<file path="config.mk">
export PLATFORM = sky130hd
export DESIGN_NAME = block_shuffle_engine_flat
export DESIGN_NICKNAME = d
export VERILOG_FILES = /design/src/rtl/block_shuffle_engine_if.sv /design/src/rtl/block_shuffle_engine.sv /design/src/flat_wrapper.sv
export SDC_FILE = /design/constraint.sdc
export NUM_CORES = 1
export LEC_CHECK = 0
export ABC_AREA = 1
export CAP_MARGIN = 20
export CORE_MARGIN = 5
export CORE_UTILIZATION = 51
export CTS_BUF_LIST = sky130_fd_sc_hd__clkbuf_4 sky130_fd_sc_hd__clkbuf_8
export CTS_CLUSTER_SIZE = 30
export DETAILED_ROUTE_END_ITERATION = 8
export GPL_TIMING_DRIVEN = 0
export HOLD_SLACK_MARGIN = 0.12
export PLACE_DENSITY = 0.91
export SYNTH_ARGS = -nofsm -noshare
export SYNTH_HDL_FRONTEND = slang
export SYNTH_SLANG_ARGS = --single-unit
</file>
<file path="constraint.sdc">
create_clock -name clk -period 1.4 [get_ports clk]
set_input_delay 0.35 -clock clk [delete_from_list [all_inputs] [get_ports clk]]
set_output_delay 0.35 -clock clk [all_outputs]
set_load 0.01 [all_outputs]
</file>
<file path="src/rtl/block_shuffle_engine_if.sv">
// Request/result bus of the block shuffle engine.
// The requester uses the master modport; the engine uses the slave modport.
interface block_shuffle_engine_if #(
    parameter int NIBBLES = 4,
    parameter int ROUND_W = 4
);
    localparam int W  = 4 * NIBBLES;
    localparam int SW = $clog2(NIBBLES);

    // Both channels use strict valid/ready: a transfer happens on a rising
    // edge where valid && ready. The engine only asserts out_valid when the
    // result is final and holds out_data until the transfer takes place.
    logic                in_valid;
    logic                in_ready;
    logic [W-1:0]        in_data;
    logic                in_dir;
    logic [SW-1:0]       in_shift;
    logic [ROUND_W-1:0]  in_rounds;
    logic                out_valid;
    logic                out_ready;
    logic [W-1:0]        out_data;

    modport master (
        output in_valid, in_data, in_dir, in_shift, in_rounds, out_ready,
        input  in_ready, out_valid, out_data
    );

    modport slave (
        input  in_valid, in_data, in_dir, in_shift, in_rounds, out_ready,
        output in_ready, out_valid, out_data
    );
endinterface

</file>
<file path="src/rtl/block_shuffle_engine.sv">
// Rotates a block of 4-bit nibbles left or right by a latched amount, once per
// cycle for a latched number of rounds, then holds the result until consumed.
module block_shuffle_engine #(
    parameter int NIBBLES = 4,
    parameter int ROUND_W = 4
) (
    input  logic                     clk,
    input  logic                     rst_n,
    block_shuffle_engine_if.slave    bus,
    output logic                     busy,
    output logic [1:0]               dbg_state_o
);
    localparam int W  = 4 * NIBBLES;
    localparam int SW = $clog2(NIBBLES);

    typedef enum logic [1:0] {
        S_IDLE = 2'd0,
        S_BUSY = 2'd1,
        S_DONE = 2'd2
    } state_e;

    state_e              state_q, state_d;
    logic [ROUND_W-1:0]  cnt_q, cnt_d;
    logic [W-1:0]        data_q, data_d;
    logic                dir_q, dir_d;
    logic [SW-1:0]       shift_q, shift_d;
    logic [W-1:0]        rot_w;

    // One round of rotation. Nibble indices wrap naturally in SW bits because
    // NIBBLES is a power of two.
    for (genvar g = 0; g < NIBBLES; g++) begin : g_rot
        logic [SW-1:0] src_left;
        logic [SW-1:0] src_right;
        assign src_left  = SW'(g) - shift_q;
        assign src_right = SW'(g) + shift_q;
        assign rot_w[4*g +: 4] = dir_q ? data_q[4*src_right +: 4]
                                       : data_q[4*src_left  +: 4];
    end

    always_ff @(posedge clk or negedge rst_n) begin
        if (!rst_n) begin
            state_q <= S_IDLE;
            cnt_q   <= '0;
            data_q  <= '0;
            dir_q   <= 1'b0;
            shift_q <= '0;
        end else begin
            state_q <= state_d;
            cnt_q   <= cnt_d;
            data_q  <= data_d;
            dir_q   <= dir_d;
            shift_q <= shift_d;
        end
    end

    always_comb begin
        state_d = state_q;
        cnt_d   = cnt_q;
        data_d  = data_q;
        dir_d   = dir_q;
        shift_d = shift_q;
        unique case (state_q)
            S_IDLE: begin
                if (bus.in_valid) begin
                    data_d  = bus.in_data;
                    dir_d   = bus.in_dir;
                    shift_d = bus.in_shift;
                    cnt_d   = bus.in_rounds;
                    state_d = (bus.in_rounds == '0) ? S_DONE : S_BUSY;
                end
            end
            S_BUSY: begin
                data_d = rot_w;
                cnt_d  = cnt_q - ROUND_W'(1);
                // The counter reaches zero together with the last rotation.
                if (cnt_q == ROUND_W'(1)) begin
                    state_d = S_DONE;
                end
            end
            S_DONE: begin
                if (bus.out_ready) begin
                    state_d = S_IDLE;
                end
            end
            default: begin
                state_d = S_IDLE;
            end
        endcase
    end

    always_comb begin
        bus.in_ready  = (state_q == S_IDLE);
        bus.out_valid = (state_q == S_DONE);
        bus.out_data  = data_q;
        busy          = (state_q != S_IDLE);
        dbg_state_o   = state_q;
    end
endmodule
</file>
<file path="src/flat_wrapper.sv">
// flat-port wrapper written by rule: the top's interface ports become plain ports
module block_shuffle_engine_flat 
#(
    parameter int NIBBLES = 4,
    parameter int ROUND_W = 4
)
  (clk, rst_n, busy, dbg_state_o, bus_in_valid, bus_in_data, bus_in_dir, bus_in_shift, bus_in_rounds, bus_out_ready, bus_in_ready, bus_out_valid, bus_out_data);
  block_shuffle_engine_if #(.NIBBLES(NIBBLES), .ROUND_W(ROUND_W)) bus_i ();
  input  logic clk;
  input  logic rst_n;
  output logic busy;
  output logic [1:0] dbg_state_o;
  input wire logic [$bits(bus_i.in_valid)-1:0] bus_in_valid;
  input wire logic [$bits(bus_i.in_data)-1:0] bus_in_data;
  input wire logic [$bits(bus_i.in_dir)-1:0] bus_in_dir;
  input wire logic [$bits(bus_i.in_shift)-1:0] bus_in_shift;
  input wire logic [$bits(bus_i.in_rounds)-1:0] bus_in_rounds;
  input wire logic [$bits(bus_i.out_ready)-1:0] bus_out_ready;
  output wire logic [$bits(bus_i.in_ready)-1:0] bus_in_ready;
  output wire logic [$bits(bus_i.out_valid)-1:0] bus_out_valid;
  output wire logic [$bits(bus_i.out_data)-1:0] bus_out_data;
  assign bus_i.in_valid = bus_in_valid;
  assign bus_i.in_data = bus_in_data;
  assign bus_i.in_dir = bus_in_dir;
  assign bus_i.in_shift = bus_in_shift;
  assign bus_i.in_rounds = bus_in_rounds;
  assign bus_i.out_ready = bus_out_ready;
  assign bus_in_ready = bus_i.in_ready;
  assign bus_out_valid = bus_i.out_valid;
  assign bus_out_data = bus_i.out_data;
  block_shuffle_engine #(.NIBBLES(NIBBLES), .ROUND_W(ROUND_W)) u_core (.clk(clk), .rst_n(rst_n), .bus(bus_i), .busy(busy), .dbg_state_o(dbg_state_o));
endmodule
</file>
# Word-level counts from Yosys, hierarchy flattened
# Cells that the tools add are included.
# totals
reg_bits,25
in_bits,27
output_inout_bits,21
elab_cells,47
# op_classes
n_addsub,8
n_eq_ne,6
shift,8
n_mux,13
n_reduce_logical,7
# op_table
cell,count
variable part select 16 x 5 -> 4 bit,8
case mux 16 bit (2 select lines),1
2-to-1 mux 4 bit,5
2-to-1 mux 16 bit,1
2-to-1 mux 2 bit,4
case mux 4 bit (2 select lines),1
case mux 2 bit (3 select lines),1
"adder 2 bit, first input constant",2
"== test 4 x 1 -> 1 bit, second input constant",1
zero test 4 bit,1
"inequality test 2 bit, second input constant",2
AND reduction 2 bit,2
nonzero test 2 bit,2
"subtractor 1 x 2 -> 2 bit, first input constant",2
"subtractor 2 bit, first input constant",2
"subtractor 4 x 1 -> 4 bit, second input constant",1
AND reduction 3 bit,1
"adder 1 x 2 -> 2 bit, first input constant",1
"== test 2 x 1 -> 1 bit, second input constant",1
"== test 2 bit, second input constant",1
zero test 2 bit,1
"inequality test 2 x 1 -> 1 bit, second input constant",1

# Longest topological paths before layout
# depth
depth_word,4
mapped_depth,8
depth_no_buf,7

# Worst setup path before layout
# No wires, ideal clock.
# synth_timing
path_kind,register to register
start,"reg u_core.state_q[0], in the netlist u_core.dbg_state_o[0]"
end,reg u_core.cnt_q[1]
setup_ns,0.124
t_arrival_ns,1.185
required_ns,1.276
path_slack_ns,0.091
stages_incl_launch_ff,7
path_buffers,2
synth_period_minus_slack_ns,1.309
cell_sequence,dfrtp_1 > nor2_4 > nand2_4 > buf_6 > buf_8 > o31ai_4 > a21oi_2
# synth_between
elab_chain_cells,3
elab_cells_between_ends,6
classes_between,eq/ne: 2; mux: 1; reduce/logical: 3
# synth_rtl
element,line,source
from (decl),block_shuffle_engine.sv:22,"state_e state_q, state_d;"
from (signal assigned),block_shuffle_engine.sv:48,state_q <= state_d;
zero test 2 bit *,n/a,
via bus_in_ready,flat_wrapper.sv:19,output wire logic [$bits(bus_i.in_ready)-1:0] bus_in_ready;
inequality test 2 bit (no source line) or nonzero test 2 bit (tied branches),n/a,
AND reduction 2 bit (no source line),n/a,
to (signal assigned),block_shuffle_engine.sv:49,cnt_q <= cnt_d;
to (decl),block_shuffle_engine.sv:23,"logic [ROUND_W-1:0] cnt_q, cnt_d;"
# Mark *: on every way through the listed nets, which the timed path passes. The rest lies on a longest branch.
# A chain may end at the register's enable or synchronous reset.

# Final worst setup path
# layout_timing
start,"reg u_core.state_q[1], in the netlist u_core.dbg_state_o[1]"
end,out busy
# layout_between
elab_chain_cells,1
# layout_rtl
element,line,source
nonzero test 2 bit,block_shuffle_engine.sv:95,busy = (state_q != S_IDLE);
to (decl),flat_wrapper.sv:11,output logic busy;
# No other way between the ends.

==> impl_metrics.yaml <==
cts:
  htreeDepth: 1
  holdBufCountCts: 0
  cts.sink_count: 25
  clockRootBuffer: "clkbuf_8"
  clockBufferDepth: 2
  clock_latency_ps: 270
  cts_tree: "built"
  cts-buffers-inserted: 3
  clk_pin_slew_ps: 90
floorplan:
  core_mm2: 0.00361
  die_height_um: 70.5
  chipWidth_um: 70.5
  start_util: 0.518
  rows: 22
  ioPinCount: 48
  die_area_mm2: 0.00497
timing:
  tightest_slew_ps: 613
  rsz0062_at_grt: "yes"
  setup_violations: 4
  period_share: 1.03
  finalSetupTns_ps: -85.9
  slew_violations: 0
  layout_setup_ws_ps: -36.2
  fin_skew_ps: 6.63
  period_needed_ps: 1440
  hold_violations: 0
  max-slew-margin-rel: 0.590
  max_freq_mhz: 696
synthesis:
  netlist-cell-type-count: 24
  synth_area_leaders: "dfrtp_1, nand2_1, nand3_1, inv_1, a21oi_1"
  synth_flop_cell: "dfrtp_1"
  synth-seq-cells: 25
  syn_inst: 280
  syn_area_per_cell_um2: 6.67
  synth_common_cells: "nand2_1, nand3_1, inv_1, dfrtp_1, a21oi_1"
  synth_top_area_share: 0.335
  syn_area_mm2: 0.00187
  ys_seq_area_frac: 0.335
  synth.net_count: 309
  synth-async-reset-ratio: 1.00
  synth_edf_count: 0
  synth_top_area_cell: "dfrtp_1"
  synth_most_common_cell: "nand2_1"
  yosys_warnings: 0
route:
  viasPerCell: 5.33
  num_vias: 2074
  drc: 0
  wire_per_inst_um: 13.4
  dr.pass1.iters: 5
  antenna_left: 0
  drt_iter0_drc: 155
  wl_mm: 5.21
worst_hold_path:
  hold_class: "in2async"
finish:
  nets: 371
  postLayoutCoreUtil: 0.706
  syn2layout_area_growth_pct: 36.4
  regArea_um2: 627
  nFillCells: 303
  antennaDiodeCount: 0
  drive_gt1_frac: 0.150
  multi_input_area_um2: 986
  design_area_mm2: 0.00255
critical_path:
  crit_buf_inv: 3
  cp_slowest_cell: "dfrtp_1"
  worst_setup_path_start_kind: "register"
  r2r-start: "u_core.dbg_state_o[1]"
  crit_family: "flip-flops"
  crit_start: "u_core.dbg_state_o[1]"
  cp-end-kind: "output port"
  crit_type: "reg2out"
  cp_num_cells: 4
  reg2regPathDepth: 8
  critPathRequiredTime_ps: 1050
  worstPathCellList: "buf_6 > nor2_4 > inv_2 > buf_6"
  critPathMaxStageDelay_ps: 400
  arrival_ps: 1090
  path_max_fanout: 3
  timing.critical_path.mode_cell: "buf_6"
place:
  postPlaceCellArea_mm2: 0.00241
  portBuffers: 47
  gp_congestion: 0.932
  dp_hpwl_mm: 3.77
flow_run:
  cap_violations: 0
grt:
  grt_max_degree: 14
  antenna_found_initial: 0
  grt_util_all_layers: 0.204
  grt_pass1_vias: 1947
  grt-ovfl-total: 0
  grt_pass1_wl_mm: 8.32
power:
  ir_drop_uv: 1690
  power_density_mw_per_mm2: 2610
  p_leak_nw: 1.37
status:
  violations: "setup timing"
  status: "finished, violations left"
==> cells in the final DEF, fill, tap and decap left out, types with 3 or more instances in the layout <==
cell type	n
nand2_1	85
nand3_1	50
inv_1	41
clkdlybuf4s50_1	26
dfrtp_1	24
a21oi_1	17
dlygate4sd2_1	16
o21ai_0	14
o21ai_1	8
buf_6	7
buf_2	7
buf_4	6
nand3_2	4
inv_4	3
o21ai_2	3
nor2_1	3
clkbuf_8	3
==> kinds of logic (layout without fill, tap and decap cells) <==
| kind of cell | Yosys count | count (layout) | synth area share |
|---|---|---|---|
| XOR/XNOR | 1 | 1 | 0.00469 |
| AO/OA/AOI/OAI | 46 | 46 | 0.137 |
| AND/OR/NAND/NOR | 150 | 150 | 0.364 |
| adder cells (fa/ha/maj) | 2 | 2 | 0.0134 |
| flip-flops | 25 | 25 | 0.335 |
| buffers and inverters | 56 | 117 | 0.146 |
==> final timing paths <==
path	slack, ps	end
worst max-delay path	-40	busy
worst min-delay path	450	u_core.bus.out_data[5]
worst max register to register	-30	u_core.cnt_q[1]
worst min register to register	550	u_core.cnt_q[3]
max in group asynchronous	430	u_core.dbg_state_o[0]
min in group clk	550	u_core.cnt_q[3]
==> report_power, final <==
group / internal [W] / switching [W]
Clock: 0.000223 / 0.000239
Sequential: 0.00112 / 0.000251
Combinational: 0.00199 / 0.00284
==> what timing repair did <==
| item | in CTS | in global routing |
|---|---|---|
| resized for setup | 32 | 15 |
| setup buffers | 3 | 4 |
| endpoints found under the setup margin | 21 | 27 |
| pin swaps | 1 | 2 |
| cloned | 0 | 2 |
==> registers in the layout (all words and copies together), names as in the netlist <==
name                 cells
u_core.bus.out_data     16
u_core.cnt_q             4
u_core.dbg_state_o       2
u_core.dir_q             1
u_core.shift_q           2
==> metrics by stage <==
stage / power [W] / worst slack (ps) / hold slack, ps / cells
6_report: 0.00666 / -36.2 / 452 / 389
5_1_grt: 0.00728 / -106 / 506 / 389
4_1_cts: 0.00627 / -66.5 / 476 / 383
3_5_place_dp: 0.00596 / -205 / 529 / 376
3_3_place_gp: 0.00582 / -314 / 518 / 375
2_1_floorplan: 0.00453 / 90.6 / 54.4 / 280
==> layer usage <==
metal,track usage,share of wire
met4,0.0596,0.023
met1,0.237,0.39
met3,0.0259,0.082
met2,0.387,0.50
met5,0,0
==> final cells by class <==
cell class	count	area share
inverters	45	0.0693
well taps	48	0.0236
flip-flops and latches	25	0.246
repair buffers	57	0.213
clock buffers	4	0.0192
plain buffers	11	0.0422
multi-input cells	199	0.387
Power figures use the tool's default switching activity.
